==> src/rtl/multiplicador_suma.sv <==
// multiplicador_suma: sequential shift-and-add reconstructor.
//   Computes dividendo = cociente * divisor + resto, one quotient bit per
//   clock, MSB first, then adds the remainder in a final cycle.
//   Latency: inicio sampled at edge T -> listo pulse and result after
//   edge T+N+1 (ocupado high for N+1 cycles).
// Optional macro: VERIFICA_RESTO_EN
//   When defined, error is registered on the final cycle as (resto >= divisor).
//   When undefined, error is tied low and no comparator exists.
// Ports:
//   clk        system clock, rising edge
//   rst        asynchronous active-high reset
//   inicio     start request, sampled only when idle
//   cociente   quotient operand  [N-1:0]
//   divisor    divisor operand   [N-1:0]
//   resto      remainder operand [N-1:0]
//   dividendo  reconstructed dividend [2N-1:0], registered
//   ocupado    operation in progress
//   listo      one-cycle completion pulse
//   error      invalid (resto, divisor) tuple flag
module multiplicador_suma #(
  parameter int unsigned N = 4
) (
  input  logic             clk,
  input  logic             rst,
  input  logic             inicio,
  input  logic [N-1:0]     cociente,
  input  logic [N-1:0]     divisor,
  input  logic [N-1:0]     resto,
  output logic [2*N-1:0]   dividendo,
  output logic             ocupado,
  output logic             listo,
  output logic             error
);

  localparam int unsigned W2 = 2 * N;
  localparam int unsigned CW = (N > 1) ? $clog2(N) : 1;

  typedef enum logic [1:0] {
    REPOSO = 2'd0,
    SUMA   = 2'd1,
    RESTO  = 2'd2
  } estado_t;

  estado_t         r_estado, w_estado_sig;
  logic [N-1:0]    r_q, w_q;
  logic [N-1:0]    r_d, w_d;
  logic [N-1:0]    r_r, w_r;
  logic [W2-1:0]   r_acc, w_acc;
  logic [CW-1:0]   r_cnt, w_cnt;
  logic [W2-1:0]   r_dividendo, w_dividendo;
  logic            r_ocupado, w_ocupado;
  logic            r_listo, w_listo;
  logic [W2-1:0]   w_sumando;
`ifdef VERIFICA_RESTO_EN
  logic            r_error, w_error;
`endif

  // Partial product for the current quotient bit (divisor zero-extended)
  assign w_sumando = r_q[r_cnt] ? {{N{1'b0}}, r_d} : '0;

  // State and datapath registers
  always_ff @(posedge clk or posedge rst) begin
    if (rst) begin
      r_estado    <= REPOSO;
      r_q         <= '0;
      r_d         <= '0;
      r_r         <= '0;
      r_acc       <= '0;
      r_cnt       <= '0;
      r_dividendo <= '0;
      r_ocupado   <= 1'b0;
      r_listo     <= 1'b0;
`ifdef VERIFICA_RESTO_EN
      r_error     <= 1'b0;
`endif
    end else begin
      r_estado    <= w_estado_sig;
      r_q         <= w_q;
      r_d         <= w_d;
      r_r         <= w_r;
      r_acc       <= w_acc;
      r_cnt       <= w_cnt;
      r_dividendo <= w_dividendo;
      r_ocupado   <= w_ocupado;
      r_listo     <= w_listo;
`ifdef VERIFICA_RESTO_EN
      r_error     <= w_error;
`endif
    end
  end

  // Next-state and next-register logic
  always_comb begin
    w_estado_sig = r_estado;
    w_q          = r_q;
    w_d          = r_d;
    w_r          = r_r;
    w_acc        = r_acc;
    w_cnt        = r_cnt;
    w_dividendo  = r_dividendo;
    w_ocupado    = r_ocupado;
    w_listo      = 1'b0;
`ifdef VERIFICA_RESTO_EN
    w_error      = r_error;
`endif

    case (r_estado)
      REPOSO: begin
        if (inicio) begin
          w_q          = cociente;
          w_d          = divisor;
          w_r          = resto;
          w_acc        = '0;
          w_cnt        = CW'(N - 1);
          w_ocupado    = 1'b1;
          w_estado_sig = SUMA;
        end
      end
      SUMA: begin
        w_acc = (r_acc << 1) + w_sumando;
        w_cnt = r_cnt - CW'(1);
        // Bit 0 consumed on this edge: remainder add comes next
        if (r_cnt == '0) begin
          w_estado_sig = RESTO;
        end
      end
      RESTO: begin
        w_dividendo  = r_acc + {{N{1'b0}}, r_r};
        w_listo      = 1'b1;
        w_ocupado    = 1'b0;
        w_estado_sig = REPOSO;
`ifdef VERIFICA_RESTO_EN
        w_error      = (r_r >= r_d);
`endif
      end
      default: begin
        w_estado_sig = REPOSO;
      end
    endcase
  end

  assign dividendo = r_dividendo;
  assign ocupado   = r_ocupado;
  assign listo     = r_listo;
`ifdef VERIFICA_RESTO_EN
  assign error     = r_error;
`else
  assign error     = 1'b0;
`endif

endmodule

==> config.mk <==
export PLATFORM = sky130hd
export DESIGN_NAME = multiplicador_suma
export DESIGN_NICKNAME = d
export VERILOG_FILES = /design/src/rtl/multiplicador_suma.sv
export SDC_FILE = /design/constraint.sdc
export NUM_CORES = 1
export LEC_CHECK = 0
export ABC_AREA = 1
export CAP_MARGIN = 20
export CORE_MARGIN = 4
export CORE_UTILIZATION = 48
export DETAILED_ROUTE_END_ITERATION = 8
export GPL_ROUTABILITY_DRIVEN = 1
export HOLD_SLACK_MARGIN = 0.12
export PLACE_DENSITY = 0.82
export REMOVE_ABC_BUFFERS = 1
export SETUP_SLACK_MARGIN = 0.15
export SYNTH_ARGS = -nofsm -noshare
export SYNTH_HDL_FRONTEND = slang
export SYNTH_SLANG_ARGS = --single-unit
==> constraint.sdc <==
create_clock -name clk -period 2 [get_ports clk]
set_input_delay 0.4 -clock clk [delete_from_list [all_inputs] [get_ports clk]]
set_output_delay 0.4 -clock clk [all_outputs]
set_load 0.02 [all_outputs]
==> impl_metrics.py <==
metrics = {
    "outcome": {
        "status": "finished, violations left",
        "failed_checks": "setup timing",
    },
    "sta": {
        "hold_ws_ns": 0.452,
        "period_needed_ns": 2.04,
        "skew_ns": 0.0107,
        "maxSlewViolCount": 0,
        "fin_setup_tns_ns": -0.0860,
        "grt_setup_unrepaired": "yes",
        "fmaxAchievable_mhz": 489,
        "timing.final.ws_setup_ns": -0.0443,
        "setup_violations": 3,
        "final.period_utilization_pct": 102,
        "hold_viol": 0,
    },
    "critical_path": {
        "cp.required_ns": 2.25,
        "worstSetupStartpointType": "register",
        "cp_cell_sequence": "inv_2 -> nand2_2 -> nand3_2 -> nand2_2 -> nor2_2 -> ha_2 -> inv_2 -> fa_2 -> inv_2 -> buf_4 -> buf_4 -> buf_6 -> buf_6 -> nor2_1 -> o21ai_2",
        "cp.arrival_ns": 2.30,
        "timing.critical_path.from": "r_cnt[0]$_DFFE_PP0P_",
        "crit_path_frequent_cell": "inv_2",
        "worstSetupPathType": "reg -> reg",
        "reg2reg_slack_ns": -0.04,
        "crit_cells": 15,
        "r2r_cells": 15,
        "worstSetupEndpointType": "register",
        "r2r-start": "r_cnt[0]$_DFFE_PP0P_",
        "path_delay_family": "buffers and inverters",
        "crit_path_end": "r_acc[3]$_DFFE_PP0P_",
        "reg2reg_to": "r_acc[3]$_DFFE_PP0P_",
        "crit_slowest_cell": "dfrtp_2",
        "crit_buf_inv": 7,
        "cp_slowest_stage_delay_ns": 0.45,
        "crit_path_max_fanout": 5,
    },
    "route": {
        "vias": 1459,
        "drtIter0Drc": 89,
        "vias_per_cell": 5.12,
        "drc_errors": 0,
        "firstDrtPassIters": 4,
        "wl_um": 3850,
        "final_antenna_net_count": 0,
        "wl_per_cell_um": 13.5,
    },
    "die": {
        "fp-row-count": 21,
        "die_w_um": 68.1,
        "io_pins": 26,
        "die_h_um": 68.1,
        "die_area_um2": 4640,
        "core_region_area_um2": 3420,
        "start_util_pct": 50.8,
    },
    "power_and_ir_drop": {
        "vdd_drop_max_v": 0.000738,
        "p_leak_uw": 0.00114,
        "pwr_density_cell_nw_per_um2": 1600,
    },
    "finish": {
        "post-route-cell-area_um2": 2300,
        "drive_above_1_share_pct": 25.9,
        "num_antenna_cells": 0,
        "area_growth_pct": 32.3,
        "fillers": 283,
        "fin_nets": 263,
        "final_core_util_pct": 67.2,
    },
    "yosys": {
        "netlist.area_leader.share_pct": 49.0,
        "syn_area_um2": 1740,
        "yosys_warnings": 0,
        "synth_area_per_cell_um2": 8.81,
        "yosysTopAreaCell": "dfrtp_1",
        "synthTopCellsByArea": "dfrtp_1, nand2_1, ha_1",
        "syn_inst": 197,
        "ys_seq_area_share_pct": 49.0,
        "ys_ff_latch": 34,
        "synth_cell_types": 24,
    },
    "place": {
        "dp_slack_ns": -0.0629,
        "place_area_um2": 2030,
        "port_buffers": 24,
        "gp_congestion": 0.878,
        "dpl.hpwl_um": 2530,
    },
    "grt": {
        "grt_max_degree": 35,
        "grt_first_pass_wirelength_um": 6360,
        "grtUsageTotal_pct": 18.8,
        "grt_overflow": 0,
        "antenna_found_initial": 0,
        "grt_pass1_vias": 1511,
    },
    "clock_tree": {
        "cts_root_buf": "clkbuf_4",
        "clk_latency_ns": 0.33,
        "cts.clk_slew.worst_paths_ns": 0.10,
        "clk_path_buf_depth": 2,
        "cts_tree": "done",
        "cts.sinks": 34,
        "h-tree-depth": 2,
        "cts_made_buffers": 5,
    },
    "min_path": {
        "hold_path_class": "in -> async",
    },
    "job": {
        "drv_cap": 0,
    },
}
-- routing by layer --
metal | up-vias | track usage, % | share of wire [%]
li1 | 711 | - | -
met1 | 697 | 20.0 | 39
met2 | 36 | 33.3 | 53
met3 | 15 | 4.93 | 5.1
met4 | 0 | 10.4 | 3.0
met5 | - | 0 | 0
-- stage by stage --
step	cells	total power [µW]
floorplan	193	2240
global placement	267	2700
detailed placement	267	2770
CTS	283	3440
global route	285	4000
finish	285	3680
-- Yosys cell counts (all sizes together) --
cell and count:
nand2 55, clkbuf 1, o22ai 2, fa 2, inv 26, dfrtp 34, a22oi 1, or2 1
mux2 9, conb 1, o21ai 16, buf 3, nand3 17, ha 8, nor2 12, a21oi 9
-- worst min path at each step --
stage / slack [ns] / end / cells after the start
6_report: 0.45 / dividendo[3]$_DFFE_PP0P_ / 3
5_1_grt: 0.51 / dividendo[3]$_DFFE_PP0P_ / 3
4_1_cts: 0.47 / r_acc[0]$_DFFE_PP0P_ / 3
3_5_place_dp: 0.46 / dividendo[0]$_DFFE_PP0P_ / 2
3_3_place_gp: 0.45 / dividendo[0]$_DFFE_PP0P_ / 2
2_1_floorplan: 0.48 / r_d[0]$_DFFE_PP0P_ / 1
-- layout make-up --
type | instances | area, µm² | share of cell area, %
clock inverters | 1 | 30.0 | 1.31
clock buffers | 7 | 45.0 | 1.96
flip-flops and latches | 34 | 852 | 37.1
well taps | 46 | 57.6 | 2.51
inverters | 26 | 97.6 | 4.25
multi-input cells | 133 | 853 | 37.2
repair buffers | 38 | 360 | 15.7
-- logic make-up after synthesis --
kind of cell               count (synthesis)  share of synthesized area (%)
adders and majority gates                 10                           8.08
DFF                                       34                           49.0
muxes                                      9                           6.27
other                                      1                          0.216
and+or+nand+nor                           85                           20.8
buffers and inverters                     30                           7.28
AOI/OAI and AO/OA                         28                           8.36
-- power by group --
part / switching [µW] / internal (µW) / leakage (µW) / total [µW]
Sequential: 235 / 993 / 0.000414 / 1230
Combinational: 1070 / 893 / 0.000682 / 1960
Clock: 220 / 265 / 0.0000395 / 485
-- flip-flops by register name, summed over array words and instances, names as in the netlist --
signal     cells
dividendo      8
listo          1
ocupado        1
r_acc          8
r_cnt          2
r_d            4
r_estado       2
r_q            4
r_r            4
-- cells in the final DEF, fill, tap and decap left out, types with 2 or more instances in the layout --
master / netlist / final
inv_2: 1 / 5
nand2_2: 0 / 7
dfrtp_1: 34 / 33
buf_6: 1 / 4
ha_1: 8 / 6
buf_4: 1 / 10
nor2_4: 1 / 2
nor2_2: 1 / 2
a21oi_1: 9 / 7
nand3_1: 17 / 12
nand2_1: 54 / 47
clkbuf_1: 0 / 2
clkbuf_4: 0 / 5
inv_1: 25 / 21
mux2_4: 2 / 2
nor2_1: 10 / 8
a21oi_2: 0 / 2
o21ai_2: 0 / 3
clkdlybuf4s50_1: 0 / 24
o21ai_1: 3 / 5
nand3_2: 0 / 5
o21ai_0: 13 / 8
mux2_2: 7 / 7
-- worst reg2reg max path, stage by stage, from the launching register on --
cell and delay [ns]:
dfrtp_2 0.45, inv_2 0.09, nand2_2 0.05, nand3_2 0.07, nand2_2 0.07, nor2_2 0.10, ha_2 0.20, inv_2 0.04
fa_2 0.32, inv_2 0.07, buf_4 0.09, buf_4 0.09, buf_6 0.08, buf_6 0.08, nor2_1 0.04, o21ai_2 0.12
-- timing repair --
action / in CTS / in global routing
pin swaps: 8 / 10
buffers inserted: 8 / 2
endpoints found under the hold margin: 0 / 0
setup endpoints to repair: 4 / 6
resized for setup: 19 / 19
hold buffers: 0 / 0
Power figures use the tool's default switching activity.
